**src/rtl/cla_addsub_pipe.sv**
```systemverilog
// cla_addsub_pipe
//   Pipelined carry-lookahead adder/subtractor with signed saturation and
//   status flags. The operand is split into 4-bit lookahead groups. Each
//   pipeline stage evaluates GRP_PER_STAGE groups and registers the carry out
//   of its slice for the next stage. Upper operand slices travel down the
//   pipe with their carry, and finished lower sum slices travel alongside
//   them, so every bit of a result leaves the block together.
//
//   Rank 0 captures the formed operands (A, B', c0, mode). Ranks 1..NSTAGES-1
//   each add one slice. The final stage adds the top slice, computes the
//   flags and saturation, and loads the output register. Latency is
//   therefore NSTAGES cycles from the accepting edge.
//
// Ports
//   clk       in   rising-edge clock
//   rst_n     in   asynchronous active-low reset
//   in_valid  in   operands/mode valid
//   in_ready  out  operation accepted on an edge where in_valid & in_ready
//   a, b      in   WIDTH-bit operands
//   cin       in   carry-in (ADD mode only)
//   mode      in   00 ADD, 01 SUB, 10 SADD, 11 SSUB
//   out_valid out  result valid
//   out_ready in   downstream accepts the result
//   sum       out  WIDTH-bit result (saturated in SADD/SSUB)
//   cout      out  carry out of the MSB (unsaturated)
//   ovfl      out  signed overflow
//   zero      out  sum == 0
//   neg       out  sum[WIDTH-1]
module cla_addsub_pipe #(
    parameter int WIDTH         = 16,
    parameter int GRP_PER_STAGE = 1
) (
    input  logic             clk,
    input  logic             rst_n,
    input  logic             in_valid,
    output logic             in_ready,
    input  logic [WIDTH-1:0] a,
    input  logic [WIDTH-1:0] b,
    input  logic             cin,
    input  logic [1:0]       mode,
    output logic             out_valid,
    input  logic             out_ready,
    output logic [WIDTH-1:0] sum,
    output logic             cout,
    output logic             ovfl,
    output logic             zero,
    output logic             neg
);

    localparam int SW      = 4 * GRP_PER_STAGE;
    localparam int NSTAGES = WIDTH / SW;
    localparam int LAST_LO = (NSTAGES - 1) * SW;

    if (GRP_PER_STAGE < 1 || WIDTH < SW || (WIDTH % SW) != 0) begin : g_bad_width
        $error("cla_addsub_pipe: WIDTH must be a non-zero multiple of 4*GRP_PER_STAGE");
    end

    // One slice of SW bits built from 4-bit lookahead groups.
    // Returns {carry_out, sum_slice}.
    function automatic logic [SW:0] cla_slice(input logic [SW-1:0] fa,
                                              input logic [SW-1:0] fb,
                                              input logic          fc);
        logic [SW-1:0] g;
        logic [SW-1:0] p;
        logic [SW:0]   c;
        g    = fa & fb;
        p    = fa ^ fb;
        c    = '0;
        c[0] = fc;
        for (int k = 0; k < GRP_PER_STAGE; k++) begin
            c[4*k+1] = g[4*k] | (p[4*k] & c[4*k]);
            c[4*k+2] = g[4*k+1] | (p[4*k+1] & g[4*k]) | (p[4*k+1] & p[4*k] & c[4*k]);
            c[4*k+3] = g[4*k+2] | (p[4*k+2] & g[4*k+1]) | (p[4*k+2] & p[4*k+1] & g[4*k])
                     | (p[4*k+2] & p[4*k+1] & p[4*k] & c[4*k]);
            c[4*k+4] = g[4*k+3] | (p[4*k+3] & g[4*k+2]) | (p[4*k+3] & p[4*k+2] & g[4*k+1])
                     | (p[4*k+3] & p[4*k+2] & p[4*k+1] & g[4*k])
                     | (p[4*k+3] & p[4*k+2] & p[4*k+1] & p[4*k] & c[4*k]);
        end
        return {c[SW], p ^ c[SW-1:0]};
    endfunction

    // Clamp to the signed extreme on the side of A's sign.
    function automatic logic [WIDTH-1:0] saturate(input logic [WIDTH-1:0] raw,
                                                  input logic             a_msb,
                                                  input logic             sat);
        if (!sat) return raw;
        return a_msb ? {1'b1, {(WIDTH-1){1'b0}}} : {1'b0, {(WIDTH-1){1'b1}}};
    endfunction

    logic               w_adv;
    logic [NSTAGES-1:0] r_vld;
    logic [NSTAGES-1:0] r_c;
    logic [NSTAGES-1:0] w_c;
    logic [WIDTH-1:0]   r_a    [NSTAGES];
    logic [WIDTH-1:0]   r_bp   [NSTAGES];
    logic [WIDTH-1:0]   r_psum [NSTAGES];
    logic [1:0]         r_mode [NSTAGES];
    logic [WIDTH-1:0]   w_a    [NSTAGES];
    logic [WIDTH-1:0]   w_bp   [NSTAGES];
    logic [WIDTH-1:0]   w_psum [NSTAGES];
    logic [1:0]         w_mode [NSTAGES];

    logic [SW:0]        w_fslc;
    logic [WIDTH-1:0]   w_raw;
    logic               w_cout;
    logic               w_ovfl;

    logic               r_out_vld;
    logic [WIDTH-1:0]   r_sum;
    logic               r_cout;
    logic               r_ovfl;
    logic               r_zero;
    logic               r_neg;

    // Global stall: everything moves only when the output slot is free.
    assign w_adv    = ~r_out_vld | out_ready;
    assign in_ready = w_adv;

    // Rank 0 operand formation, then one slice per rank; upper operand
    // bits and mode ride along untouched, finished lower sum bits too.
    always_comb begin
        w_a[0]    = a;
        w_bp[0]   = mode[0] ? ~b : b;
        w_c       = '0;
        w_c[0]    = (mode == 2'b00) ? cin : mode[0];
        w_mode[0] = mode;
        w_psum[0] = '0;
        for (int j = 1; j < NSTAGES; j++) begin
            logic [SW:0] v_slc;
            v_slc     = cla_slice(r_a[j-1][(j-1)*SW +: SW], r_bp[j-1][(j-1)*SW +: SW], r_c[j-1]);
            w_a[j]    = r_a[j-1];
            w_bp[j]   = r_bp[j-1];
            w_mode[j] = r_mode[j-1];
            w_c[j]    = v_slc[SW];
            w_psum[j] = r_psum[j-1];
            w_psum[j][(j-1)*SW +: SW] = v_slc[SW-1:0];
        end
    end

    // Final stage: top slice, flags and saturation.
    always_comb begin
        w_fslc = cla_slice(r_a[NSTAGES-1][LAST_LO +: SW], r_bp[NSTAGES-1][LAST_LO +: SW],
                           r_c[NSTAGES-1]);
        w_raw  = r_psum[NSTAGES-1];
        w_raw[LAST_LO +: SW] = w_fslc[SW-1:0];
        w_cout = w_fslc[SW];
        // Carry into the MSB recovered from sum = P ^ c.
        w_ovfl = (w_raw[WIDTH-1] ^ r_a[NSTAGES-1][WIDTH-1] ^ r_bp[NSTAGES-1][WIDTH-1]) ^ w_cout;
    end

    always_ff @(posedge clk or negedge rst_n) begin
        if (!rst_n) begin
            r_vld     <= '0;
            r_out_vld <= 1'b0;
            r_sum     <= '0;
            r_cout    <= 1'b0;
            r_ovfl    <= 1'b0;
            r_zero    <= 1'b0;
            r_neg     <= 1'b0;
        end else if (w_adv) begin
            r_vld[0] <= in_valid;
            for (int j = 1; j < NSTAGES; j++) begin
                r_vld[j] <= r_vld[j-1];
            end
            r_out_vld <= r_vld[NSTAGES-1];
            r_sum     <= saturate(w_raw, r_a[NSTAGES-1][WIDTH-1], r_mode[NSTAGES-1][1] & w_ovfl);
            r_cout    <= w_cout;
            r_ovfl    <= w_ovfl;
            r_zero    <= (saturate(w_raw, r_a[NSTAGES-1][WIDTH-1],
                                   r_mode[NSTAGES-1][1] & w_ovfl) == '0);
            r_neg     <= saturate(w_raw, r_a[NSTAGES-1][WIDTH-1],
                                  r_mode[NSTAGES-1][1] & w_ovfl) >> (WIDTH-1) != '0;
        end
    end

    // Datapath ranks carry no reset; their valid bits qualify them.
    always_ff @(posedge clk) begin
        if (w_adv) begin
            for (int j = 0; j < NSTAGES; j++) begin
                r_a[j]    <= w_a[j];
                r_bp[j]   <= w_bp[j];
                r_psum[j] <= w_psum[j];
                r_mode[j] <= w_mode[j];
                r_c[j]    <= w_c[j];
            end
        end
    end

    assign out_valid = r_out_vld;
    assign sum       = r_sum;
    assign cout      = r_cout;
    assign ovfl      = r_ovfl;
    assign zero      = r_zero;
    assign neg       = r_neg;

endmodule
```
**config.mk**
```make
export PLATFORM = sky130hd
export DESIGN_NAME = cla_addsub_pipe
export DESIGN_NICKNAME = d
export VERILOG_FILES = /design/src/rtl/cla_addsub_pipe.sv
export SDC_FILE = /design/constraint.sdc
export NUM_CORES = 1
export LEC_CHECK = 0
export BUFFER_PORTS_ARGS = -buffer_cell sky130_fd_sc_hd__buf_2
export CELL_PAD_IN_SITES_DETAIL_PLACEMENT = 0
export CELL_PAD_IN_SITES_GLOBAL_PLACEMENT = 2
export CORE_MARGIN = 10
export CORE_UTILIZATION = 38
export DETAILED_ROUTE_END_ITERATION = 6
export GPL_TIMING_DRIVEN = 0
export HOLD_SLACK_MARGIN = 0.15
export PLACE_DENSITY = 0.82
export REMOVE_ABC_BUFFERS = 1
export SYNTH_ARGS = -nofsm -noshare
export SYNTH_HDL_FRONTEND = slang
export SYNTH_SLANG_ARGS = --single-unit
```
**constraint.sdc**
```tcl
create_clock -name clk -period 4.23 [get_ports clk]
set_clock_uncertainty 0.15 [all_clocks]
set_input_delay 0.423 -clock clk [delete_from_list [all_inputs] [get_ports clk]]
set_output_delay 0.423 -clock clk [all_outputs]
set_load 0.05 [all_outputs]
```
# [After elaboration in Yosys (flattened, before gate mapping)]
# Memories as Yosys holds them, arrays and structs flattened.
# Index checks and enable logic that the tools add are counted.
[classes] n_mux=10 n_bitwise=123 n_reduce_logical=2
[op_table] cell="$mux 16" n=5
[op_table] cell="$and 1x1->1" n=65
[op_table] cell="$or 1x1->1" n=41
[op_table] cell="$xor 4x4->4" n=8
[op_table] cell="$and 4x4->4" n=4
[op_table] cell="$logic_not 16->1" n=1
[op_table] cell="$not 16->16" n=1
[op_table] cell="$mux 1" n=5
[op_table] cell="$xor 1x1->1" n=3
[op_table] cell="$logic_not 2->1" n=1
[op_table] cell="$not 1->1" n=1
[word_totals] ram_bits=200 reg_bits=29 memories=4 input_bits=39
[mem_list] name="r_a" depth=4 width=16 read_ports=4 rd_clocked_by_memory_dff=0 wr=4 line_no="94" rtl="logic [WIDTH-1:0] r_a [NSTAGES];"
[mem_list] name="r_bp" depth=4 width=16 read_ports=4 rd_clocked_by_memory_dff=0 wr=4 line_no="95" rtl="logic [WIDTH-1:0] r_bp [NSTAGES];"
[mem_list] name="r_psum" depth=4 width=16 read_ports=4 rd_clocked_by_memory_dff=0 wr=4 line_no="96" rtl="logic [WIDTH-1:0] r_psum [NSTAGES];"
[mem_list] name="r_mode" depth=4 width=2 read_ports=4 rd_clocked_by_memory_dff=0 wr=4 line_no="97" rtl="logic [1:0] r_mode [NSTAGES];"

# [Logic depth before layout (Yosys ltp)]
# Gate-level depths: netlist (run 1).
# An unclocked memory read counts as a cell.
[logic_depth] word_depth=16 ltp_mapped=7 mapped_depth_nobuf=7

# [Worst setup path before layout (run 1)]
# OpenSTA, ideal clock, no wires.
[synth_timing] kind="flip-flop to flip-flop" from="register r_out_vld, in the netlist out_valid" to="memory r_a[0][0], enable pin" arrival_time_ps=4508 synth_period_minus_slack_ps=5199 setup_time_ps=540 n_path_buf=1 stages_incl_launch_ff=4 slack_ps=-969 path_cell_list="dfrtp_1 nor2b_1 inv_1 buf_1"
[synth_lines] item="from (decl)" line_no="108" rtl="logic r_out_vld;"
[synth_lines] item="from (signal assigned)" line_no="165" rtl="r_out_vld <= r_vld[NSTAGES-1];"
[synth_lines] item="to (decl)" line_no="94"

# [Final worst setup path (run 1)]
[layout_timing] from="register r_out_vld, in the netlist out_valid" to="output in_ready"
[layout_between] elab_chain_len=2
[layout_lines] item="$not 1->1" line_no="116" rtl="assign w_adv = ~r_out_vld | out_ready;"
[layout_lines] item="$or 1x1->1" line_no="116"
[layout_lines] item="to (decl)" line_no="36" rtl="output logic in_ready,"
# Every way passes these cells.

==> impl_metrics.prom, run 1 <==
# TYPE chip_impl_metric gauge
chip_impl_info{name="run_status",value="complete, no violations"} 1
chip_impl_metric{name="vias_per_cell",unit=""} 4.44
chip_impl_metric{name="grt_first_pass_wirelength",unit="um"} 13700
chip_impl_metric{name="finalCritPeriodShare",unit="%"} 71.5
chip_impl_metric{name="dieHeight",unit="um"} 137
chip_impl_metric{name="cellLeakagePower",unit="uW"} 0.00270
chip_impl_info{name="cts_tree",value="yes"} 1
chip_impl_metric{name="critical_path.n_buffers_inverters",unit=""} 2
chip_impl_metric{name="routed_wire_length_per_instance",unit="um"} 13.2
chip_impl_metric{name="worstMarginPinSlew",unit="ns"} 1.16
chip_impl_metric{name="post-route-worst-setup-slack",unit="ns"} 1.21
chip_impl_info{name="min_path_type",value="in -> reg"} 1
chip_impl_metric{name="detail-route-antenna-nets",unit=""} 0
chip_impl_metric{name="clockBufferDepth",unit=""} 2
chip_impl_metric{name="remaining_overflow_grt",unit=""} 0
chip_impl_metric{name="detailedPlace.worstSlack",unit="ns"} 1.28
chip_impl_metric{name="final.fill_count",unit=""} 1159
chip_impl_metric{name="max_stage_delay",unit="ns"} 0.85
chip_impl_metric{name="detailed_route_wl",unit="um"} 8060
chip_impl_metric{name="fp.dieW",unit="um"} 137
chip_impl_info{name="startpoint",value="out_valid"} 1
chip_impl_metric{name="post_route_cells_drive_above_1_share",unit="%"} 22.2
chip_impl_metric{name="period_minus_slack",unit="ns"} 3.02
chip_impl_metric{name="drcViolationCount",unit=""} 0
chip_impl_metric{name="synth-async-reset-ratio",unit="%"} 17.6
chip_impl_metric{name="globalRouteTotalUtil",unit="%"} 9.30
chip_impl_info{name="clock_tree.root_cell",value="sky130_fd_sc_hd__clkbuf_16"} 1
chip_impl_metric{name="wl_met3",unit="um"} 472
chip_impl_info{name="slowest_stage",value="sky130_fd_sc_hd__nor2b_1"} 1
chip_impl_info{name="yosys_most_used_dff",value="sky130_fd_sc_hd__edfxtp_1"} 1
chip_impl_metric{name="met2_length",unit="um"} 3610
chip_impl_metric{name="grt_antenna_before_repair",unit=""} 0
chip_impl_metric{name="die-area",unit="sq um"} 18800
chip_impl_metric{name="detailedRoute.firstIterationViolations",unit=""} 233
chip_impl_metric{name="power-per-cell-area",unit="nW/um^2"} 837
chip_impl_metric{name="post_synth.cell_area_avg",unit="sq um"} 16.4
chip_impl_metric{name="clock_latency",unit="ns"} 0.41
chip_impl_metric{name="pwr-share-clk",unit="%"} 28.2
chip_impl_metric{name="synth_sequential_area_ratio",unit="%"} 75.9
chip_impl_metric{name="fin_tns_setup",unit="ns"} 0
chip_impl_metric{name="final_core_utilization",unit="%"} 50.0
chip_impl_metric{name="worstRegToRegCells",unit=""} 6
chip_impl_metric{name="synth_top_cell_area_share",unit="%"} 64.4
chip_impl_metric{name="cell_area_after_technology_mapping",unit="sq um"} 5230
chip_impl_metric{name="crit_required",unit="ns"} 3.66
chip_impl_metric{name="clock_tree.htree_level_count",unit=""} 4
chip_impl_metric{name="wire_length_on_met1",unit="um"} 3830
chip_impl_metric{name="initial_core_utilization",unit="%"} 39.1
chip_impl_info{name="end_kind",value="output port"} 1
chip_impl_metric{name="n_antenna_cell",unit=""} 0
chip_impl_metric{name="dpl.hpwl",unit="um"} 5230
chip_impl_metric{name="weighted_congestion_at_the_end_of_routability_driven_global_placement",unit=""} 0.686
chip_impl_info{name="crit_path_start_kind",value="flop"} 1
chip_impl_info{name="cell_by_cell_trace_of_the_critical_path",value="nor2b_1, inv_6, buf_2"} 1
chip_impl_info{name="synthDominantAreaCellType",value="sky130_fd_sc_hd__edfxtp_1"} 1
chip_impl_info{name="top_layer",value="met4"} 1
chip_impl_metric{name="clkTransAtPathRegs",unit="ns"} 0.06
chip_impl_info{name="criticalPathCategory",value="reg -> out"} 1
chip_impl_metric{name="yosys_warnings",unit=""} 0
chip_impl_metric{name="number_of_enable_flip_flop_cells_after_synthesis",unit=""} 112
chip_impl_metric{name="finalHoldViolCount",unit=""} 0
chip_impl_info{name="reg2reg_to",value="sum[12]"} 1
chip_impl_metric{name="ys_ff_latch",unit=""} 136
chip_impl_metric{name="critical_path_depth",unit=""} 3
chip_impl_metric{name="final_net_count",unit=""} 479
chip_impl_metric{name="finalSetupViolCount",unit=""} 0
chip_impl_metric{name="io_buffer_count",unit=""} 60
chip_impl_metric{name="design.portCount",unit=""} 61
chip_impl_metric{name="sw_frac_of_total",unit="%"} 33.5
chip_impl_metric{name="layout-area-overhead-vs-synth",unit="%"} 27.7
chip_impl_metric{name="multi_input_comb_area",unit="sq um"} 1190
chip_impl_metric{name="p_seq_share",unit="%"} 41.8
chip_impl_metric{name="slew-limit-headroom",unit="%"} 22.9
chip_impl_metric{name="design_internal_power",unit="uW"} 3710
chip_impl_info{name="crit-reg2reg-launch",value="r_bp[3][15]"} 1
chip_impl_metric{name="slew_viol_final",unit=""} 0
chip_impl_metric{name="seq_area",unit="sq um"} 3960
chip_impl_metric{name="dr_total_vias",unit=""} 2703
chip_impl_metric{name="timing.max_cap.violations",unit=""} 0
chip_impl_metric{name="critPathMaxFanout",unit=""} 67
chip_impl_metric{name="combinationalPowerShare",unit="%"} 30.0
chip_impl_metric{name="ir_worst_vdd",unit="mV"} 0.261
chip_impl_metric{name="power_switching",unit="uW"} 1870
chip_impl_metric{name="critical_path_arrival",unit="ns"} 2.45
chip_impl_metric{name="std_cell_rows",unit=""} 42
chip_impl_metric{name="grt_pass1_vias",unit=""} 2871
chip_impl_metric{name="max_clock_freq",unit="MHz"} 331
chip_impl_metric{name="reg2reg_slack",unit="ns"} 1.31
chip_impl_metric{name="drt_first_pass_iters",unit=""} 4
chip_impl_info{name="worst_setup_path_endpoint",value="in_ready"} 1
chip_impl_metric{name="cts.sink_count",unit=""} 136
chip_impl_info{name="unrepaired_setup_endpoints_after_global_routing",value="false"} 1
chip_impl_info{name="ys_top_cells_by_area",value="sky130_fd_sc_hd__edfxtp_1 64%, sky130_fd_sc_hd__dfrtp_1 11%, sky130_fd_sc_hd__ha_1 3.8%, sky130_fd_sc_hd__xor2_1 3.4%, sky130_fd_sc_hd__a21oi_1 1.8%"} 1
chip_impl_info{name="critPathTopFamily",value="simple AND/OR/NAND/NOR gates"} 1
chip_impl_metric{name="cts_setup_buffers",unit=""} 0
chip_impl_metric{name="cts_made_buffers",unit=""} 17
chip_impl_metric{name="synthesized_instance_count",unit=""} 319
chip_impl_metric{name="core-area",unit="sq um"} 13300
chip_impl_metric{name="grt_start_max_net_pins",unit=""} 71
chip_impl_metric{name="post_synth_num_cell_types",unit=""} 38
placed cells by master (no fill, tap or decap), types with 8 or more instances in the layout:
cell and instances:
sky130_fd_sc_hd__nor2_1 21, sky130_fd_sc_hd__edfxtp_1 112, sky130_fd_sc_hd__a21oi_1 19, sky130_fd_sc_hd__dfrtp_1 24, sky130_fd_sc_hd__nand3_1 15, sky130_fd_sc_hd__clkbuf_16 17
sky130_fd_sc_hd__nand2_1 21, sky130_fd_sc_hd__inv_6 8, sky130_fd_sc_hd__dlygate4sd3_1 30, sky130_fd_sc_hd__xnor2_1 9, sky130_fd_sc_hd__buf_2 60, sky130_fd_sc_hd__xor2_1 20
sky130_fd_sc_hd__ha_1 16
how the worst min path moves through the flow:
stage | start | end | slack [ns] | cells after the start
2_1_floorplan | rst_n | cout | -0.02 | 0
3_3_place_gp | r_a[0][14] | r_a[1][14] | 0.25 | 0
3_5_place_dp | r_a[1][15] | r_a[2][15] | 0.25 | 0
4_1_cts | b[13] | r_bp[0][13] | 0.15 | 2
5_1_grt | b[12] | r_bp[0][12] | 0.15 | 2
6_report | b[5] | r_bp[0][5] | 0.17 | 2
per-layer routing:
metal / vias up / GRT usage (%)
met5: - / 0
met4: 0 / 4.39
met3: 11 / 3.90
met2: 71 / 13.8
met1: 1238 / 11.5
li1: 1383 / -
what timing repair did:
item	4_1_cts	5_1_grt
resized for setup	0	0
hold buffers	30	0
endpoints found under the hold margin	53	0
flip-flops by register name, indices dropped and copies added (netlist names):
signal and count:
r_vld 4, cout 1, r_psum 24, r_c 4, r_bp 40, r_mode 4
ovfl 1, sum 16, out_valid 1, zero 1, r_a 40
power by group through the flow:
stage,sequential (uW),combinational [uW],clock (uW)
floorplan,2680,946,0
global route,2400,1870,1670
global placement,2380,1640,0
finish,2330,1680,1570
detailed placement,2360,1680,0
CTS,2340,1700,1610
logic make-up after synthesis:
| kind of cell | synth area share, % |
|---|---|
| adder cells (fa/ha/maj) | 5.36 |
| AND/OR/NAND/NOR | 7.02 |
| XOR/XNOR | 4.86 |
| AO/OA/AOI/OAI | 5.58 |
| flip-flops | 75.9 |
| buffers and inverters | 1.32 |
worst reg2reg max path, stage by stage (launching register included):
cell and delay [ns]:
sky130_fd_sc_hd__edfxtp_1 0.47, sky130_fd_sc_hd__ha_1 0.41, sky130_fd_sc_hd__and4b_1 0.22, sky130_fd_sc_hd__a32o_1 0.26, sky130_fd_sc_hd__o221ai_1 0.88, sky130_fd_sc_hd__nand2_1 0.23
sky130_fd_sc_hd__a2bb2oi_1 0.20
layout make-up:
type	count	area share (%)
sequential	136	59.4
multi-input combinational	168	17.9
timing repair buffer	91	9.42
clock buffer	18	6.43
tap	176	3.30
clock inverter	14	3.13
inverter	6	0.413
stage by stage:
stage                     std cells  total power (uW)  cell area (sq um)  hold WS, ns
after floorplan                 310              3620               5180      -0.0226
after global placement          546              4010               5700        0.252
after detailed placement        547              4040               5730        0.255
after CTS                       609              5650               6670        0.151
after global routing            609              5940               6670        0.153
final                           609              5580               6670        0.167
cell usage after synthesis, drive strengths merged (2+ instances only):
library cell  count
inv               6
dfrtp            24
nor4              2
xnor2             9
fa                4
a211o             2
nor2b             6
ha               16
xor2             20
buf               6
a21oi            19
nand2            21
a211oi            2
nand2b            5
o21ai             4
nor2             21
nor3              2
a21o              6
edfxtp          112
nand3            15
clkbuf            3
Power figures use the tool's default switching activity.
==> run 2, diff against run 1 <==
CORE_UTILIZATION = 42   (was 38)
PLACE_DENSITY = 0.86   (was 0.82)
clock period = 3 ns   (was 4.23 ns; I/O delays follow)
==> impl_metrics.prom, run 2 (synthesis results as in run 1) <==
# TYPE chip_impl_metric gauge
chip_impl_metric{name="stdcell_count",unit=""} 607
chip_impl_metric{name="final.fill_count",unit=""} 976
chip_impl_metric{name="io_buffer_count",unit=""} 60
chip_impl_metric{name="finalCritPeriodShare",unit="%"} 92.7
chip_impl_metric{name="finalHoldViolCount",unit=""} 0
chip_impl_metric{name="finalSetupViolCount",unit=""} 0
chip_impl_metric{name="clock_tree.htree_level_count",unit=""} 4
chip_impl_metric{name="timing.max_cap.violations",unit=""} 0
chip_impl_metric{name="drt_first_pass_iters",unit=""} 4
chip_impl_metric{name="slew_viol_final",unit=""} 0
chip_impl_metric{name="core-area",unit="sq um"} 12100
chip_impl_metric{name="period_minus_slack",unit="ns"} 2.78
chip_impl_metric{name="dieHeight",unit="um"} 132
chip_impl_metric{name="clock_latency",unit="ns"} 0.41
chip_impl_info{name="crit-reg2reg-launch",value="r_a[3][12]"} 1
chip_impl_metric{name="cts_setup_buffers",unit=""} 0
chip_impl_metric{name="std_cell_rows",unit=""} 40
chip_impl_info{name="min_path_type",value="in -> reg"} 1
chip_impl_metric{name="critical_path_arrival",unit="ns"} 2.33
chip_impl_metric{name="critPathMaxFanout",unit=""} 51
chip_impl_info{name="largest_registers",value="r_a (40), r_bp (40), r_psum (24)"} 1
chip_impl_info{name="worst_setup_path_endpoint",value="in_ready"} 1
chip_impl_info{name="clock_tree.root_cell",value="sky130_fd_sc_hd__clkbuf_16"} 1
chip_impl_info{name="final_common_cell",value="sky130_fd_sc_hd__edfxtp_1"} 1
chip_impl_info{name="cts_tree",value="yes"} 1
chip_impl_info{name="criticalPathCategory",value="reg -> out"} 1
chip_impl_metric{name="cts.sink_count",unit=""} 136
chip_impl_metric{name="dpl.hpwl",unit="um"} 5060
chip_impl_metric{name="post-route-worst-setup-slack",unit="ns"} 0.219
chip_impl_metric{name="detailedPlace.worstSlack",unit="ns"} 0.0806
chip_impl_metric{name="detailed_route_wl",unit="um"} 8310
chip_impl_metric{name="fp.dieW",unit="um"} 132
chip_impl_metric{name="clockBufferDepth",unit=""} 2
chip_impl_metric{name="weighted_congestion_at_the_end_of_routability_driven_global_placement",unit=""} 0.736
chip_impl_metric{name="total_power_consumption_of_the_routed_design",unit="uW"} 7580
chip_impl_metric{name="max_clock_freq",unit="MHz"} 360
chip_impl_metric{name="grt_start_max_net_pins",unit=""} 87
chip_impl_info{name="startpoint",value="out_valid"} 1
chip_impl_metric{name="remaining_overflow_grt",unit=""} 0
chip_impl_metric{name="n_antenna_cell",unit=""} 0
chip_impl_metric{name="cts_made_buffers",unit=""} 17
chip_impl_metric{name="detailedRoute.firstIterationViolations",unit=""} 174
chip_impl_metric{name="final_net_count",unit=""} 485
chip_impl_metric{name="initial_core_utilization",unit="%"} 43.1
chip_impl_metric{name="grt_antenna_before_repair",unit=""} 0
chip_impl_metric{name="drcViolationCount",unit=""} 0
chip_impl_metric{name="dr_total_vias",unit=""} 2767
chip_impl_metric{name="power-per-cell-area",unit="nW/um^2"} 1140
chip_impl_metric{name="final_core_utilization",unit="%"} 54.8
chip_impl_metric{name="layout-area-overhead-vs-synth",unit="%"} 27.1
chip_impl_info{name="end_kind",value="output port"} 1
chip_impl_info{name="run_status",value="complete, no violations"} 1
chip_impl_metric{name="crit_required",unit="ns"} 2.55
chip_impl_info{name="most-common-layout-cells",value="112 x sky130_fd_sc_hd__edfxtp_1, 60 x sky130_fd_sc_hd__buf_2, 36 x sky130_fd_sc_hd__dlygate4sd3_1"} 1
chip_impl_metric{name="detail-route-antenna-nets",unit=""} 0
chip_impl_metric{name="fin_worst_hold_slack",unit="ns"} 0.218
chip_impl_metric{name="post_route_cells_drive_above_1_share",unit="%"} 22.3
chip_impl_metric{name="die-area",unit="sq um"} 17300
chip_impl_metric{name="globalRouteTotalUtil",unit="%"} 9.97
chip_impl_metric{name="worstMarginPinSlew",unit="ns"} 1.07
chip_impl_metric{name="clkTransAtPathRegs",unit="ns"} 0.06
chip_impl_metric{name="worstRegToRegCells",unit=""} 6
chip_impl_metric{name="design.portCount",unit=""} 61
chip_impl_info{name="unrepaired_setup_endpoints_after_global_routing",value="false"} 1
chip_impl_metric{name="grt_pass1_vias",unit=""} 2929
chip_impl_metric{name="vias_per_cell",unit=""} 4.56
chip_impl_info{name="crit_path_start_kind",value="flop"} 1
chip_impl_metric{name="dp_cells",unit=""} 539
chip_impl_metric{name="reg2reg_slack",unit="ns"} 0.30
chip_impl_info{name="reg2reg_to",value="sum[1]"} 1
chip_impl_metric{name="cellLeakagePower",unit="uW"} 0.00268
chip_impl_metric{name="routed_wire_length_per_instance",unit="um"} 13.7
chip_impl_metric{name="grt_first_pass_wirelength",unit="um"} 13900
chip_impl_metric{name="slew-limit-headroom",unit="%"} 28.6
chip_impl_metric{name="ir_worst_vdd",unit="mV"} 0.473
-- run 2: stage by stage --
stage | instance area [sq um] | TNS (ns)
2_1_floorplan | 5180 | -173.88
3_3_place_gp | 5690 | -225.65
3_5_place_dp | 5720 | 0
4_1_cts | 6640 | 0
5_1_grt | 6640 | 0
6_report | 6640 | 0
-- run 2: cell type report --
type                       count  area [sq um]  area share (%)
sequential                   136          3960            59.7
multi-input combinational    168          1200            18.0
inverter                       6          27.5           0.414
clock buffer                  17           425            6.40
clock inverter                15           129            1.94
tap                          168           210            3.16
timing repair buffer          97           688            10.4
-- run 2: timing repair --
| action | CTS | global route |
|---|---|---|
| setup endpoints to repair | 0 | 8 |
| hold buffers | 36 | 0 |
| resized for setup | 0 | 1 |
| hold endpoints to repair | 59 | 0 |
-- run 2: worst min path at each step --
stage | to | slack [ns] | start | cells after the start
after detailed placement | cout | 0.17 | rst_n | 1
after global placement | cout | 0.16 | rst_n | 1
after global routing | r_vld[3] | 0.26 | out_ready | 4
after CTS | r_vld[0] | 0.19 | out_ready | 4
after floorplan | cout | -0.15 | rst_n | 0
final | r_vld[3] | 0.22 | out_ready | 4
-- run 2: critical path: stages, from the launching register on --
cell and delay (ns):
sky130_fd_sc_hd__dfrtp_1 0.33, sky130_fd_sc_hd__nor2b_1 0.84, sky130_fd_sc_hd__inv_6 0.36, sky130_fd_sc_hd__buf_2 0.35
-- run 2: where the power goes --
group | internal, uW | switching, uW
combinational | 834 | 1550
clock | 1140 | 768
sequential | 3000 | 288
total | 4970 | 2610
-- run 2: layer usage --
layer  track usage [%]  part of all wire [%]
met1              11.7                    47
met2              15.7                    48
met3              3.28                   3.5
met4              5.81                   2.2
met5                 0                     0
